==> src/rtl/uart_tx_pkg.sv <==
// Shared definitions for the memory-mapped UART transmitter: register map, bit indices, FSM states.
// Build option: define UART_TX_PARITY_EN to add an even-parity bit after the data bits.
package uart_tx_pkg;

  // Register offsets expressed as word indices (byte offset / 4).
  localparam logic [7:0] OFS_TXDATA = 8'h00;
  localparam logic [7:0] OFS_STATUS = 8'h01;
  localparam logic [7:0] OFS_DIV    = 8'h02;
  localparam logic [7:0] OFS_CTRL   = 8'h03;

  localparam int STAT_FULL      = 0;
  localparam int STAT_EMPTY     = 1;
  localparam int STAT_BUSY      = 2;
  localparam int STAT_OVF       = 3;
  localparam int STAT_LEVEL_LSB = 8;
  localparam int STAT_PARITY    = 16;

  localparam int CTRL_TX_EN  = 0;
  localparam int CTRL_IRQ_EN = 1;

`ifdef UART_TX_PARITY_EN
  localparam bit PARITY_EN = 1'b1;
`else
  localparam bit PARITY_EN = 1'b0;
`endif

  typedef enum logic [2:0] {
    S_IDLE   = 3'd0,
    S_START  = 3'd1,
    S_DATA   = 3'd2,
    S_PARITY = 3'd3,
    S_STOP   = 3'd4
  } uart_tx_state_e;

endpackage

==> src/rtl/uart_tx_if.sv <==
// Simple system bus: request granted in the same cycle, one registered response the next cycle.
// Handshake: every cycle with req_i high is one transfer; rvalid_o pulses exactly one cycle later.
interface uart_tx_if #(
  parameter int AddrWidth = 32
) ();
  logic                 req_i;
  logic                 we_i;
  logic [3:0]           be_i;
  logic [AddrWidth-1:0] addr_i;
  logic [31:0]          wdata_i;
  logic                 rvalid_o;
  logic [31:0]          rdata_o;
  logic                 err_o;

  modport master (
    output req_i, we_i, be_i, addr_i, wdata_i,
    input  rvalid_o, rdata_o, err_o
  );

  modport slave (
    input  req_i, we_i, be_i, addr_i, wdata_i,
    output rvalid_o, rdata_o, err_o
  );
endinterface

==> src/rtl/uart_tx_fifo.sv <==
// Synchronous show-ahead FIFO: rdata always presents the oldest entry; push when full is ignored.
module uart_tx_fifo #(
  parameter int Depth = 16,
  parameter int Width = 8,
  localparam int PtrW = $clog2(Depth),
  localparam int LvlW = PtrW + 1
) (
  input  logic             clk_i,
  input  logic             rst_i,
  input  logic             push,
  input  logic [Width-1:0] wdata,
  input  logic             pop,
  output logic [Width-1:0] rdata,
  output logic             full,
  output logic             empty,
  output logic [LvlW-1:0]  level
);

  logic [Width-1:0] mem [Depth];
  logic [PtrW-1:0]  wr_ptr;
  logic [PtrW-1:0]  rd_ptr;
  logic [LvlW-1:0]  count;
  logic             push_ok;
  logic             pop_ok;

  assign full    = (count == LvlW'(Depth));
  assign empty   = (count == '0);
  assign level   = count;
  assign rdata   = mem[rd_ptr];
  assign push_ok = push & ~full;
  assign pop_ok  = pop & ~empty;

  always_ff @(posedge clk_i) begin
    if (rst_i) begin
      wr_ptr <= '0;
      rd_ptr <= '0;
      count  <= '0;
    end else begin
      if (push_ok) wr_ptr <= wr_ptr + PtrW'(1);
      if (pop_ok)  rd_ptr <= rd_ptr + PtrW'(1);
      case ({push_ok, pop_ok})
        2'b10:   count <= count + LvlW'(1);
        2'b01:   count <= count - LvlW'(1);
        default: count <= count;
      endcase
    end
  end

  // Storage needs no reset: pointers alone define what is valid.
  always_ff @(posedge clk_i) begin
    if (push_ok) mem[wr_ptr] <= wdata;
  end

endmodule

==> src/rtl/uart_tx_dev.sv <==
// Memory-mapped UART transmitter: bus register file, TX FIFO, baud-paced frame FSM, level IRQ.
// Build option: UART_TX_PARITY_EN inserts an even-parity bit between the data bits and the stop bit.
module uart_tx_dev
  import uart_tx_pkg::*;
#(
  parameter int          FifoDepth = 16,
  parameter logic [15:0] DivReset  = 16'd433,
  parameter int          AddrWidth = 32
) (
  input  logic           clk_i,
  input  logic           rst_i,
  uart_tx_if.slave       bus,
  output logic           tx_o,
  output logic           irq_o,
  output uart_tx_state_e state_o
);

  localparam int LvlW = $clog2(FifoDepth) + 1;

  // Bus decode
  logic [7:0]  word;
  logic        wr;
  logic        push;
  logic [31:0] status;
  logic [31:0] rsp_rdata;
  logic        rsp_err;

  // Registers
  logic [15:0] div_q;
  logic        tx_en_q;
  logic        irq_en_q;
  logic        ovf_q;
  logic        rvalid_q;
  logic [31:0] rdata_q;
  logic        err_q;
  logic        irq_q;

  // FIFO
  logic [7:0]      fifo_rdata;
  logic            fifo_full;
  logic            fifo_empty;
  logic [LvlW-1:0] fifo_level;
  logic            pop;

  // Frame FSM
  uart_tx_state_e state_q, state_d;
  logic [15:0]    baud_q, baud_d;
  logic [15:0]    div_lat_q, div_lat_d;
  logic [2:0]     bit_q, bit_d;
  logic [7:0]     data_q, data_d;
  logic           tx_q, tx_d;
  logic           start_ok;
  logic           busy;

  logic unused_bits;
  assign unused_bits = ^{bus.addr_i[AddrWidth-1:10], bus.addr_i[1:0],
                         bus.wdata_i[31:16], bus.be_i[3:2]};

  assign word = bus.addr_i[9:2];
  assign wr   = bus.req_i & bus.we_i;
  assign push = wr & (word == OFS_TXDATA) & bus.be_i[0];
  assign busy = (state_q != S_IDLE);

  always_comb begin
    status = '0;
    status[STAT_FULL]  = fifo_full;
    status[STAT_EMPTY] = fifo_empty;
    status[STAT_BUSY]  = busy;
    status[STAT_OVF]   = ovf_q;
    status[STAT_LEVEL_LSB +: LvlW] = fifo_level;
    status[STAT_PARITY] = PARITY_EN;
  end

  always_comb begin
    rsp_err   = 1'b0;
    rsp_rdata = '0;
    case (word)
      OFS_TXDATA: rsp_rdata = '0;
      OFS_STATUS: if (!bus.we_i) rsp_rdata = status;
      OFS_DIV:    if (!bus.we_i) rsp_rdata = {16'h0000, div_q};
      OFS_CTRL:   if (!bus.we_i) rsp_rdata = {30'd0, irq_en_q, tx_en_q};
      default:    rsp_err = 1'b1;
    endcase
  end

  always_ff @(posedge clk_i) begin
    if (rst_i) begin
      rvalid_q <= 1'b0;
      rdata_q  <= '0;
      err_q    <= 1'b0;
      div_q    <= DivReset;
      tx_en_q  <= 1'b0;
      irq_en_q <= 1'b0;
      ovf_q    <= 1'b0;
    end else begin
      rvalid_q <= bus.req_i;
      rdata_q  <= bus.req_i ? rsp_rdata : '0;
      err_q    <= bus.req_i ? rsp_err : 1'b0;
      // Full is the pre-edge value, so a same-cycle pop never rescues the push.
      if (push && fifo_full) begin
        ovf_q <= 1'b1;
      end else if (wr && word == OFS_STATUS && bus.be_i[0] && bus.wdata_i[STAT_OVF]) begin
        ovf_q <= 1'b0;
      end
      if (wr && word == OFS_DIV) begin
        if (bus.be_i[0]) div_q[7:0]  <= bus.wdata_i[7:0];
        if (bus.be_i[1]) div_q[15:8] <= bus.wdata_i[15:8];
      end
      if (wr && word == OFS_CTRL && bus.be_i[0]) begin
        tx_en_q  <= bus.wdata_i[CTRL_TX_EN];
        irq_en_q <= bus.wdata_i[CTRL_IRQ_EN];
      end
    end
  end

  assign bus.rvalid_o = rvalid_q;
  assign bus.rdata_o  = rdata_q;
  assign bus.err_o    = err_q;

  uart_tx_fifo #(
    .Depth (FifoDepth),
    .Width (8)
  ) u_fifo (
    .clk_i (clk_i),
    .rst_i (rst_i),
    .push  (push),
    .wdata (bus.wdata_i[7:0]),
    .pop   (pop),
    .rdata (fifo_rdata),
    .full  (fifo_full),
    .empty (fifo_empty),
    .level (fifo_level)
  );

  assign start_ok = tx_en_q & ~fifo_empty;

  always_comb begin
    state_d   = state_q;
    baud_d    = baud_q;
    div_lat_d = div_lat_q;
    bit_d     = bit_q;
    data_d    = data_q;
    tx_d      = tx_q;
    pop       = 1'b0;
    case (state_q)
      S_IDLE: begin
        if (start_ok) begin
          pop       = 1'b1;
          state_d   = S_START;
          data_d    = fifo_rdata;
          div_lat_d = div_q;
          baud_d    = div_q;
          tx_d      = 1'b0;
        end
      end
      S_START: begin
        if (baud_q == '0) begin
          state_d = S_DATA;
          baud_d  = div_lat_q;
          bit_d   = 3'd0;
          tx_d    = data_q[0];
        end else begin
          baud_d = baud_q - 16'd1;
        end
      end
      S_DATA: begin
        if (baud_q == '0) begin
          baud_d = div_lat_q;
          if (bit_q == 3'd7) begin
`ifdef UART_TX_PARITY_EN
            state_d = S_PARITY;
            tx_d    = ^data_q;
`else
            state_d = S_STOP;
            tx_d    = 1'b1;
`endif
          end else begin
            bit_d = bit_q + 3'd1;
            tx_d  = data_q[bit_q + 3'd1];
          end
        end else begin
          baud_d = baud_q - 16'd1;
        end
      end
      S_PARITY: begin
        if (baud_q == '0) begin
          state_d = S_STOP;
          baud_d  = div_lat_q;
          tx_d    = 1'b1;
        end else begin
          baud_d = baud_q - 16'd1;
        end
      end
      S_STOP: begin
        if (baud_q == '0) begin
          // Chain straight into the next frame so back-to-back bytes carry no idle gap.
          if (start_ok) begin
            pop       = 1'b1;
            state_d   = S_START;
            data_d    = fifo_rdata;
            div_lat_d = div_q;
            baud_d    = div_q;
            tx_d      = 1'b0;
          end else begin
            state_d = S_IDLE;
            tx_d    = 1'b1;
          end
        end else begin
          baud_d = baud_q - 16'd1;
        end
      end
      default: begin
        state_d = S_IDLE;
        tx_d    = 1'b1;
      end
    endcase
  end

  always_ff @(posedge clk_i) begin
    if (rst_i) begin
      state_q   <= S_IDLE;
      baud_q    <= '0;
      div_lat_q <= '0;
      bit_q     <= '0;
      data_q    <= '0;
      tx_q      <= 1'b1;
      irq_q     <= 1'b0;
    end else begin
      state_q   <= state_d;
      baud_q    <= baud_d;
      div_lat_q <= div_lat_d;
      bit_q     <= bit_d;
      data_q    <= data_d;
      tx_q      <= tx_d;
      irq_q     <= irq_en_q & fifo_empty & ~busy;
    end
  end

  assign tx_o    = tx_q;
  assign irq_o   = irq_q;
  assign state_o = state_q;

endmodule
==> src/flat_wrapper.sv <==
// flat-port wrapper written by rule: the top's interface ports become plain ports
module uart_tx_dev_flat import uart_tx_pkg::*;
#(
  parameter int          FifoDepth = 16,
  parameter logic [15:0] DivReset  = 16'd433,
  parameter int          AddrWidth = 32
)
  (clk_i, rst_i, tx_o, irq_o, state_o, bus_req_i, bus_we_i, bus_be_i, bus_addr_i, bus_wdata_i, bus_rvalid_o, bus_rdata_o, bus_err_o);
  uart_tx_if #(.AddrWidth(AddrWidth)) bus_i ();
  input  logic clk_i;
  input  logic rst_i;
  output logic tx_o;
  output logic irq_o;
  output uart_tx_state_e state_o;
  input wire logic [$bits(bus_i.req_i)-1:0] bus_req_i;
  input wire logic [$bits(bus_i.we_i)-1:0] bus_we_i;
  input wire logic [$bits(bus_i.be_i)-1:0] bus_be_i;
  input wire logic [$bits(bus_i.addr_i)-1:0] bus_addr_i;
  input wire logic [$bits(bus_i.wdata_i)-1:0] bus_wdata_i;
  output wire logic [$bits(bus_i.rvalid_o)-1:0] bus_rvalid_o;
  output wire logic [$bits(bus_i.rdata_o)-1:0] bus_rdata_o;
  output wire logic [$bits(bus_i.err_o)-1:0] bus_err_o;
  assign bus_i.req_i = bus_req_i;
  assign bus_i.we_i = bus_we_i;
  assign bus_i.be_i = bus_be_i;
  assign bus_i.addr_i = bus_addr_i;
  assign bus_i.wdata_i = bus_wdata_i;
  assign bus_rvalid_o = bus_i.rvalid_o;
  assign bus_rdata_o = bus_i.rdata_o;
  assign bus_err_o = bus_i.err_o;
  uart_tx_dev #(.FifoDepth(FifoDepth), .DivReset(DivReset), .AddrWidth(AddrWidth)) u_core (.clk_i(clk_i), .rst_i(rst_i), .bus(bus_i), .tx_o(tx_o), .irq_o(irq_o), .state_o(state_o));
endmodule
==> config.mk <==
export PLATFORM = sky130hd
export DESIGN_NAME = uart_tx_dev_flat
export DESIGN_NICKNAME = d
export VERILOG_FILES = /design/src/rtl/uart_tx_pkg.sv /design/src/rtl/uart_tx_if.sv /design/src/rtl/uart_tx_fifo.sv /design/src/rtl/uart_tx_dev.sv /design/src/flat_wrapper.sv
export SDC_FILE = /design/constraint.sdc
export NUM_CORES = 1
export LEC_CHECK = 0
export CAP_MARGIN = 40
export CORE_ASPECT_RATIO = 0.6
export CORE_MARGIN = 4
export CORE_UTILIZATION = 60
export CTS_CLUSTER_DIAMETER = 30
export DETAILED_ROUTE_END_ITERATION = 8
export DONT_BUFFER_PORTS = 1
export PLACE_DENSITY = 0.76
export SYNTH_ARGS = -nofsm -noshare
export SYNTH_HDL_FRONTEND = slang
export SYNTH_SLANG_ARGS = --single-unit
export TNS_END_PERCENT = 10
==> constraint.sdc <==
create_clock -name clk_i -period 5.2 [get_ports clk_i]
set_input_delay 0.52 -clock clk_i [delete_from_list [all_inputs] [get_ports clk_i]]
set_output_delay 0.52 -clock clk_i [all_outputs]
set_load 0.01 [all_outputs]
# --- Word level (Yosys, flattened, before mapping) ---
# Memories as Yosys holds them, arrays and structs flattened. A register that Yosys moved wholly into a read port is not among the register bits.
# Cells that the tools add are included.
op_classes:
  add_sub_neg: 6
  magnitude_cmp: 1
  eq_ne: 18
  muxes: 47
  n_bitwise: 12
  n_reduce_logical: 26
ops:
  columns: ["op", "n"]
  rows:
  - ["2-to-1 mux 16 bit", 6]
  - ["one-hot mux 32 bit (3 select lines)", 1]
  - ["one-hot mux 16 bit (3 select lines)", 1]
  - ["one-hot mux 16 bit (2 select lines)", 1]
  - ["2-to-1 mux 3 bit", 9]
  - ["== test 8 x 2 -> 1 bit (second input constant)", 2]
  - ["logical NOT 16 bit", 1]
  - ["2-to-1 mux 1 bit", 16]
  - ["2-to-1 mux 8 bit", 2]
  - ["one-hot mux 8 bit (2 select lines)", 1]
  - ["subtractor 16 x 1 -> 16 bit (second input constant)", 1]
  - ["one-hot mux 3 bit (5 select lines)", 1]
  - ["2-to-1 mux 13 bit", 1]
  - ["inequality test 2 x 1 -> 1 bit (second input constant)", 6]
  - ["one-hot mux 5 bit (2 select lines)", 1]
  - ["adder 4 x 1 -> 4 bit (second input constant)", 2]
  - ["bitwise AND 1 bit", 8]
  - ["== test 8 x 1 -> 1 bit (second input constant)", 1]
  - ["logical NOT 8 bit", 1]
  - ["2-to-1 mux 4 bit", 2]
  - ["nonzero test 2 bit", 4]
  - ["logical AND 1 bit", 7]
  - ["== test 3 x 2 -> 1 bit (second input constant)", 2]
  - ["== test 3 bit (second input constant)", 2]
  - ["other kinds (25)", 31]
word_totals:
  regBits: 114
  ram_bits: 128
  input_bits: 72
  out_inout_bits: 39
  wordCells: 129
  mem_count: 1
mem_list:
  columns: ["memory", "depth", "width", "rd", "rd_clocked_by_memory_dff", "write_ports", "line_no", "text"]
  rows:
  - ["u_core.u_fifo.mem", 16, 8, 1, 1, 1, "uart_tx_fifo.sv:19", "logic [Width-1:0] mem [Depth];"]

# --- Longest topological paths before layout ---
# Gate-level depths: netlist of the first run.
logic_depth:
  depth_word: 9
  mapped_depth: 18
  mapped_depth_nobuf: 14

# --- Hierarchy ---
# A second synthesis of the first run with hierarchy kept.
hier_totals:
  cells_unflattened: 873
  hier_area_um2: 10309.9
by_module_without_submodules:
  columns: ["module", "n_inst", "cells_each", "area_per_inst_um2"]
  rows:
  - ["uart_tx_fifo", 1, 330, 5891.9]
  - ["uart_tx_dev", 1, 543, 4418.0]

# --- Worst setup path after synthesis of the first run ---
# No wires, ideal clock.
synth_path:
  path_kind: "flip-flop to flip-flop"
  startpoint: "reg u_core.baud_q[0]"
  endpoint: "reg u_core.u_fifo.count[4], in the netlist u_core.u_fifo.level[4]"
  setup_ns: 0.134
  arrival_time_ns: 4.055
  setup_slack_ns: 1.010
  stages_incl_launch_ff: 18
  n_path_buf: 4
  period_less_slack_ns: 4.190
  path_cell_list: "dfxtp_1 > clkbuf_1 > inv_1 > ha_1 > or4b_2 > or4_4 > buf_6 > nand2_4 > nand2_4 > clkinv_2 > clkbuf_1 > ha_1 > clkbuf_1 > xor2_1 > ha_1 > a31oi_1 > o211a_1 > or4_1"
synth_between:
  elab_chain_cells: 6
  elab_cells_between_ends: 8
  cone_classes: "2 x eq/ne; 3 x mux; 1 x bitwise; 2 x reduce/logical"
synth_lines:
  columns: ["item", "line_no", "text"]
  rows:
  - ["start: declaration", "uart_tx_dev.sv:47", "logic [15:0] baud_q, baud_d;"]
  - ["start signal: assignment", "uart_tx_dev.sv:230", "baud_q <= baud_d;"]
  - ["logical NOT 16 bit (*)", "uart_tx_dev.sv:195", "if (baud_q == '0) begin"]
  - ["2-to-1 mux 1 bit (*)", "uart_tx_dev.sv:195", null]
  - ["one-hot mux 1 bit (2 select lines) (*)", "uart_tx_dev.sv:145", "case (state_q)"]
  - ["bitwise AND 1 bit (*)", "uart_tx_fifo.sv:31", "assign pop_ok = pop & ~empty;"]
  - ["net u_core.u_fifo.pop_ok", "uart_tx_fifo.sv:24", "logic pop_ok;"]
  - ["== test 2 x 1 -> 1 bit / == test 2 bit (equally long branches)", "uart_tx_fifo.sv:41", "case ({push_ok, pop_ok})"]
  - ["one-hot mux 5 bit (2 select lines) / nonzero test 2 bit (equally long branches)", null, null]
  - ["end signal: assignment", "uart_tx_fifo.sv:42", "2'b10: count <= count + LvlW'(1);"]
  - ["end signal: assignment", "uart_tx_fifo.sv:43", "2'b01: count <= count - LvlW'(1);"]
  - ["end signal: assignment", "uart_tx_fifo.sv:44", "default: count <= count;"]
  - ["end: declaration", "uart_tx_fifo.sv:22", "logic [LvlW-1:0] count;"]
# Mark *: on every way through the listed nets, which the timed path passes. The rest lies on a longest branch.
# A chain may end at the register's enable or synchronous reset.

# --- Worst setup path after layout of the first run ---
layout_path:
  startpoint: "reg u_core.baud_q[0]"
  endpoint: "reg u_core.u_fifo.count[4], in the netlist u_core.u_fifo.level[4]"
layout_between:
  elab_chain_cells: 6
  elab_cells_between_ends: 8
  cone_classes: "2 x eq/ne; 3 x mux; 1 x bitwise; 2 x reduce/logical"
layout_lines:
  columns: ["item", "line_no"]
  rows:
  - ["logical NOT 16 bit (*)", "uart_tx_dev.sv:195"]
  - ["2-to-1 mux 1 bit (*)", "uart_tx_dev.sv:195"]
  - ["one-hot mux 1 bit (2 select lines) (*)", "uart_tx_dev.sv:145"]
  - ["bitwise AND 1 bit (*)", "uart_tx_fifo.sv:31"]
  - ["== test 2 x 1 -> 1 bit / == test 2 bit (equally long branches)", "uart_tx_fifo.sv:41"]
  - ["one-hot mux 5 bit (2 select lines) / nonzero test 2 bit (equally long branches)", null]
# Every way passes the cells marked *; elsewhere a longest branch is shown, timed or not.

==> impl_metrics.env, run 1 <==
export IMPL_vias=7547
export IMPL_grt_overflow_total=0
export IMPL_grt_pass1_vias=7270
export IMPL_slew_headroom_pct=33.6
export IMPL_slew_viol_final=0
export IMPL_yosys_area_top_type="edfxtp_1"
export IMPL_gp_congestion=0.953
export IMPL_yosys_area_top_type_share_pct=37.0
export IMPL_leakagePower_nw=3.99
export IMPL_drc=0
export IMPL_critPathCaptureType="register"
export IMPL_htreeDepth=1
export IMPL_layout_drive_gt1_share_pct=14.4
export IMPL_final_nets=967
export IMPL_first_pass_iters=7
export IMPL_ant_nets=0
export IMPL_path_clk_slew_ns=0.07
export IMPL_synth_seq_cells=230
export IMPL_dp_cells=1079
export IMPL_maxCapViolations=0
export IMPL_mappedNetlistArea_mm2=0.0104
export IMPL_finalCriticalPeriod_ns=4.36
export IMPL_numCtsBuffers=30
export IMPL_die_area_mm2=0.0195
export IMPL_die_h_um=110
export IMPL_synth_cells=898
export IMPL_grt_pass1_wl_um=41300
export IMPL_p_per_area_mw_per_mm2=347
export IMPL_hold_violations=0
export IMPL_clockBufferDepth=3
export IMPL_worst_setup_path_type="register to register"
export IMPL_drt_vias_per_instance=6.65
export IMPL_cp_slowest_stage_delay_ns=0.66
export IMPL_yosys_warnings=0
export IMPL_drt_iter0_markers=1055
export IMPL_cts_root_buf="clkbuf_16"
export IMPL_avgSynthCellArea_um2=11.6
export IMPL_ys_types=69
export IMPL_post_route_util_pct=69.3
export IMPL_initial_utilization_pct=62.6
export IMPL_grt_max_degree=98
export IMPL_synth_area_leaders="edfxtp_1, dfxtp_1, mux4_2, nand2_1, nor2_1"
export IMPL_synth_edf_count=128
export IMPL_wire_per_inst_um=23.2
export IMPL_wirelength_um=26400
export IMPL_crit_chain="inv_1 > ha_1 > or4b_2 > or4_4 > nand2_4 > nand2_4 > clkinv_2 > ha_1 > xor2_1 > ha_1 > a31oi_1 > o211a_1 > or4_1"
export IMPL_finalCritPeriodShare_pct=83.8
export IMPL_worst_slew_pin_slew_ns=0.982
export IMPL_core_mm2=0.0166
export IMPL_critPathArrivalTime_ns=4.77
export IMPL_ctsResizeCount=0
export IMPL_io_buffers=0
export IMPL_cts_sinks=230
export IMPL_insertion_delay_ns=0.55
export IMPL_die_w_um=178
export IMPL_syn_to_final_growth_pct=10.6
export IMPL_rows=36
export IMPL_timing_setup_tns_ns=0
export IMPL_cts_hold_buffers=0
export IMPL_fillers=1143
export IMPL_crit_required_ns=5.61
export IMPL_antenna_found_initial=0
export IMPL_cts_tree="built"
export IMPL_diodes=0
export IMPL_yosys_most_used_dff="edfxtp_1"
export IMPL_io_pins=111
export IMPL_slowest_stage="or4b_2"
export IMPL_r2r_start="u_core.baud_q[0]"
export IMPL_post_cts_setup_buffers=0
export IMPL_clock_fmax_ghz=0.229
export IMPL_hold_class="input pin to register"
export IMPL_min_from="rst_i"
export IMPL_rsz0062_at_grt="no"
export IMPL_worstPathMaxFanout=26
export IMPL_cp_start_kind="register"
export IMPL_critPathMostFrequentCell="ha_1"
export IMPL_ir_drop_mv=0.303
export IMPL_outcome="complete, no violations"
export IMPL_post_dp_hpwl_um=16900
export IMPL_ys_seq_area_share_pct=56.7
export IMPL_setup_viol=0
export IMPL_instances_no_fill=1135
export IMPL_critical_path_startpoint="u_core.baud_q[0]"
export IMPL_synthArstFlopShare_pct=0
export IMPL_fin_skew_ns=0.0134
export IMPL_grt_usage_pct=27.7
==> area by class of cell <==
type | count | area (um^2) | share of cell area [%]
clock buffers | 38 | 843 | 7.35
clock inverters | 18 | 169 | 1.47
inverters | 15 | 57.6 | 0.501
multi-input cells | 588 | 4110 | 35.8
flip-flops and latches | 230 | 5890 | 51.3
well taps | 228 | 285 | 2.49
repair buffers | 18 | 128 | 1.11
==> metal layers <==
layer / up-vias / track usage (%) / wire length, um
li1: 3307 / - / -
met1: 3649 / 40.4 / 10900
met2: 523 / 41.8 / 11500
met3: 68 / 7.87 / 3400
met4: 0 / 6.29 / 601
met5: - / 0 / 0
==> registers in the layout (all words and copies together), names as in the netlist, named ones only <==
signal,count
u_core.ovf_q,1
u_core.u_fifo.level,5
u_core.data_q,8
u_core.bus.rdata_o,16
u_core.tx_o,1
u_core.div_lat_q,16
u_core.state_o,3
u_core.div_q,16
u_core.baud_q,16
u_core.bus.err_o,1
u_core.tx_en_q,1
u_core.u_fifo.wr_ptr,4
u_core.irq_o,1
u_core.bus.rvalid_o,1
u_core.bit_q,3
u_core.u_fifo.mem,128
u_core.u_fifo.rd_ptr,4
u_core.irq_en_q,1
==> synth_stat cells (6+ instances only) <==
| master | n |
|---|---|
| edfxtp_1 | 128 |
| nand2_1 | 112 |
| dfxtp_1 | 102 |
| nor2_1 | 79 |
| a21oi_1 | 55 |
| clkbuf_1 | 48 |
| mux4_2 | 42 |
| o21ai_0 | 27 |
| nand3_1 | 21 |
| mux2i_1 | 19 |
| nor3_1 | 19 |
| buf_4 | 16 |
| a31oi_1 | 14 |
| inv_1 | 14 |
| ha_1 | 12 |
| a22oi_1 | 10 |
| and2_1 | 9 |
| nand4_1 | 9 |
| buf_1 | 8 |
| nor4_1 | 8 |
| a211oi_1 | 7 |
| a221oi_1 | 7 |
| nand2b_1 | 7 |
| nand3b_1 | 7 |
| o22ai_1 | 7 |
| xor2_1 | 7 |
| nor3b_1 | 6 |
| o211ai_1 | 6 |
| or4_1 | 6 |
==> report_power, final <==
part	internal, mW	leakage (nW)	switching (mW)
Clock	1.26	0.504	0.795
Combinational	0.00594	1.52	0.0105
Sequential	1.92	1.97	0.000993
Total	3.18	3.99	0.806
==> cells by family after synthesis <==
kind of cell               synth area share (%)
muxes                                      11.3
buffers and inverters                      4.36
adders and majority gates                  1.45
xor gates and xnor gates                   1.01
other                                    0.0361
and+or+nand+nor                            14.3
AOI/OAI and AO/OA                          10.9
DFF                                        56.7
==> cell usage in the layout (no fill, tap or decap), drive strengths merged, types with 8 or more instances in the layout <==
cell | Yosys | final
nand2 | 115 | 115
or4 | 8 | 8
mux4 | 42 | 42
edfxtp | 128 | 128
inv | 14 | 18
clkinv | 1 | 12
nor4 | 9 | 9
clkbuf | 48 | 38
nor3 | 19 | 19
and2 | 9 | 9
o21ai | 28 | 28
buf | 32 | 18
conb | 1 | 16
a21oi | 55 | 55
a22oi | 10 | 10
dfxtp | 102 | 102
ha | 12 | 12
nor2 | 79 | 79
nand3 | 21 | 21
a31oi | 14 | 14
nand4 | 9 | 9
mux2i | 19 | 19
==> worst max-delay path: cells and delay by family, from the launching register on <==
kind	cells	cell delay, ns
xor+xnor	1	0.20
buf+inv	2	0.27
flops	1	0.40
fa+ha+maj	3	0.90
compound gates	2	0.26
simple gates	5	2.16
==> path summary, 6_finish.rpt <==
path | to | slack [ns] | cells past startpoint
worst max-delay path | u_core.u_fifo.level[4] | 0.84 | 13
worst min-delay path | u_core.u_fifo.level[1] | 0.05 | 1
worst max register to register | u_core.u_fifo.level[4] | 0.84 | 13
worst min register to register | u_core.div_lat_q[14] | 0.46 | 2
==> metrics by stage <==
step / power (mW) / setup slack (ns) / hold slack (ns) / instance area, um^2
after global routing: 4.09 / 0.675 / 0.0404 / 11500
after floorplan: 1.99 / 1.01 / 0.431 / 10400
after detailed placement: 1.97 / 0.982 / 0.442 / 10500
after global placement: 1.97 / 1.11 / 0.434 / 10400
final: 3.99 / 0.841 / 0.0456 / 11500
after CTS: 3.99 / 0.941 / 0.0376 / 11500
Power figures use the tool's default switching activity.
==> inputs of run 2 (changes only) <==
--- a/config.mk
+++ b/config.mk
@@ -8,11 +8,11 @@
 export CAP_MARGIN = 40
 export CORE_ASPECT_RATIO = 0.6
 export CORE_MARGIN = 4
-export CORE_UTILIZATION = 60
+export CORE_UTILIZATION = 57
 export CTS_CLUSTER_DIAMETER = 30
 export DETAILED_ROUTE_END_ITERATION = 8
 export DONT_BUFFER_PORTS = 1
-export PLACE_DENSITY = 0.76
+export PLACE_DENSITY = 0.75
 export SYNTH_ARGS = -nofsm -noshare
 export SYNTH_HDL_FRONTEND = slang
 export SYNTH_SLANG_ARGS = --single-unit
==> constraint.sdc (replaced) <==
create_clock -name clk_i -period 3.5 [get_ports clk_i]
set_input_delay 0.35 -clock clk_i [delete_from_list [all_inputs] [get_ports clk_i]]
set_output_delay 0.35 -clock clk_i [all_outputs]
set_load 0.01 [all_outputs]
==> run 2 against run 1 <==
- total power rose by 59%
- clock skew rose by 0.011 ns
- global-route usage fell by 1.4 points
- worst hold slack got worse by 0.033 ns
- clock power rose by 65%
- die area rose by 5.0%
- sequential share of layout area fell by 2.2 points
- cell count rose by 3.5%
- utilization fell by 0.72 points
- flip-flop and latch count did not move
- maximum frequency rose by 30%
- critical endpoint unchanged
- largest cell class unchanged
- highest routed layer is now met5
==> impl_metrics.env, run 2 (same netlist as run 1, synthesis figures left out) <==
export IMPL_grt_overflow_total=0
export IMPL_clock_fmax_ghz=0.298
export IMPL_max_flop_register="u_core.u_fifo.mem"
export IMPL_maxCapViolations=0
export IMPL_rsz0062_at_grt="no"
export IMPL_p_per_area_mw_per_mm2=528
export IMPL_crit_family="simple AND/OR/NAND/NOR gates"
export IMPL_reg2reg_to="u_core.u_fifo.level[4]"
export IMPL_cp_endpoint="u_core.u_fifo.level[4]"
export IMPL_ir_drop_mv=0.504
export IMPL_die_area_mm2=0.0205
export IMPL_hold_class="input pin to register"
export IMPL_finalPower_mw=6.33
export IMPL_cp_start_kind="register"
export IMPL_reg2reg_slack_ns=0.14
export IMPL_grt_pass1_wl_um=42100
export IMPL_timing_setup_tns_ns=0
export IMPL_seqCellArea_mm2=0.00589
export IMPL_path_clk_slew_ns=0.06
export IMPL_fin_skew_ns=0.0241
export IMPL_multiInputGateArea_mm2=0.00415
export IMPL_worst_slew_pin_slew_ns=0.909
export IMPL_drt_vias_per_instance=6.46
export IMPL_slowest_stage="or4_4"
export IMPL_grt_usage_pct=26.3
export IMPL_finalCriticalPeriod_ns=3.36
export IMPL_critical_path_startpoint="u_core.baud_q[1]"
export IMPL_hold_violations=0
export IMPL_cts_sinks=230
export IMPL_final_nets=1000
export IMPL_place_ws_ns=0.107
export IMPL_die_h_um=113
export IMPL_diodes=0
export IMPL_r2r_start="u_core.baud_q[1]"
export IMPL_insertion_delay_ns=0.58
export IMPL_clockBufferDepth=3
export IMPL_die_w_um=182
export IMPL_final_cell_mix="edfxtp_1, nand2_1, dfxtp_1, nor2_1, a21oi_1"
export IMPL_critPathArrivalTime_ns=3.81
export IMPL_post_dp_hpwl_um=17100
export IMPL_ant_nets=0
export IMPL_post_route_util_pct=68.5
export IMPL_core_mm2=0.0175
export IMPL_cts_root_buf="clkbuf_16"
export IMPL_layout_drive_gt1_share_pct=16.7
export IMPL_leakagePower_nw=4.20
export IMPL_grt_max_degree=82
export IMPL_top_layer="met5"
export IMPL_crit_required_ns=3.95
export IMPL_path_buf_inv=2
export IMPL_wl_met3_um=3540
export IMPL_numCtsBuffers=31
export IMPL_initial_utilization_pct=59.3
export IMPL_syn_to_final_growth_pct=15.5
export IMPL_timing_hold_ws_ns=0.0127
export IMPL_worstPathMaxFanout=15
export IMPL_antenna_found_initial=1
export IMPL_vias=7588
export IMPL_wl_met1_um=12300
export IMPL_drt_iter0_markers=1011
export IMPL_setup_slack_ns=0.142
export IMPL_largest_reg_flops=128
export IMPL_wire_per_inst_um=22.9
export IMPL_io_pins=111
export IMPL_outcome="complete, no violations"
export IMPL_rows=37
export IMPL_cp_num_cells=13
export IMPL_setup_viol=0
export IMPL_fillers=1226
export IMPL_finalCritPeriodShare_pct=95.9
export IMPL_drc=0
export IMPL_io_buffers=0
export IMPL_htreeDepth=1
export IMPL_cts_tree="built"
export IMPL_post_cts_setup_buffers=0
export IMPL_wirelength_um=26900
export IMPL_critPathCaptureType="register"
export IMPL_first_pass_iters=5
export IMPL_cp_slowest_stage_delay_ns=0.57
export IMPL_grt_pass1_vias=7108
export IMPL_dr_wl_met2_um=10700
export IMPL_slew_viol_final=0
export IMPL_reg2reg_depth=13
export IMPL_crit_chain="inv_2 > ha_4 > or4b_4 > or4_4 > nand2_4 > nand2_4 > clkinv_4 > ha_4 > xor2_1 > ha_2 > a31oi_2 > o211a_1 > or4_1"
export IMPL_slew_headroom_pct=39.2
export IMPL_worst_setup_path_type="register to register"
export IMPL_final_common_cell="edfxtp_1"
export IMPL_gp_congestion=0.973
-- run 2: cell types whose count changed in the layout (fill, tap and decap cells not counted), sizes merged --
cell / previous run / this run
dlygate4sd3: 0 / 18
clkbuf: 38 / 31
buf: 18 / 32
clkinvlp: 1 / 4
bufinv: 2 / 4
inv: 18 / 22
-- run 2: layout make-up --
type / instances / share of cell area [%]
flip-flops and latches: 230 / 49.1
repair buffers: 50 / 3.73
clock buffers: 31 / 6.47
multi-input cells: 588 / 34.6
well taps: 234 / 2.44
clock inverters: 27 / 3.16
inverters: 15 / 0.532
-- run 2: routing by layer --
metal	vias to the layer above	GRT usage [%]
li1	3386	-
met1	3732	42.8
met2	433	34.1
met3	35	9.33
met4	2	3.95
met5	-	0
-- run 2: where the power goes --
group	switching [mW]	internal, mW	leakage (nW)
Sequential	0.00146	2.85	1.97
Combinational	0.0600	0.0255	1.68
Clock	1.39	2.01	0.551
Total	1.45	4.88	4.20
-- run 2: what timing repair did --
item / 4_1_cts / 5_1_grt
endpoints found under the setup margin: 0 / 1
gates resized for setup: 0 / 2
hold buffers: 19 / 0
endpoints found under the hold margin: 213 / 0
-- run 2: stage by stage --
| stage | instances | area, um^2 |
|---|---|---|
| 4_1_cts | 1175 | 12000 |
| 5_1_grt | 1175 | 12000 |
| 6_report | 1175 | 12000 |
| 3_5_place_dp | 1098 | 10600 |
| 3_3_place_gp | 1096 | 10600 |
| 2_1_floorplan | 913 | 10500 |
-- run 2: worst min-delay path by stage --
stage	start	to	depth (start not counted)
finish	rst_i	u_core.u_fifo.level[2]	2
global route	rst_i	u_core.u_fifo.level[2]	2
CTS	rst_i	u_core.u_fifo.level[2]	2
detailed placement	rst_i	u_core.irq_en_q	1
global placement	rst_i	u_core.u_fifo.wr_ptr[0]	1
floorplan	u_core.div_lat_q[1]	u_core.div_lat_q[1]	2
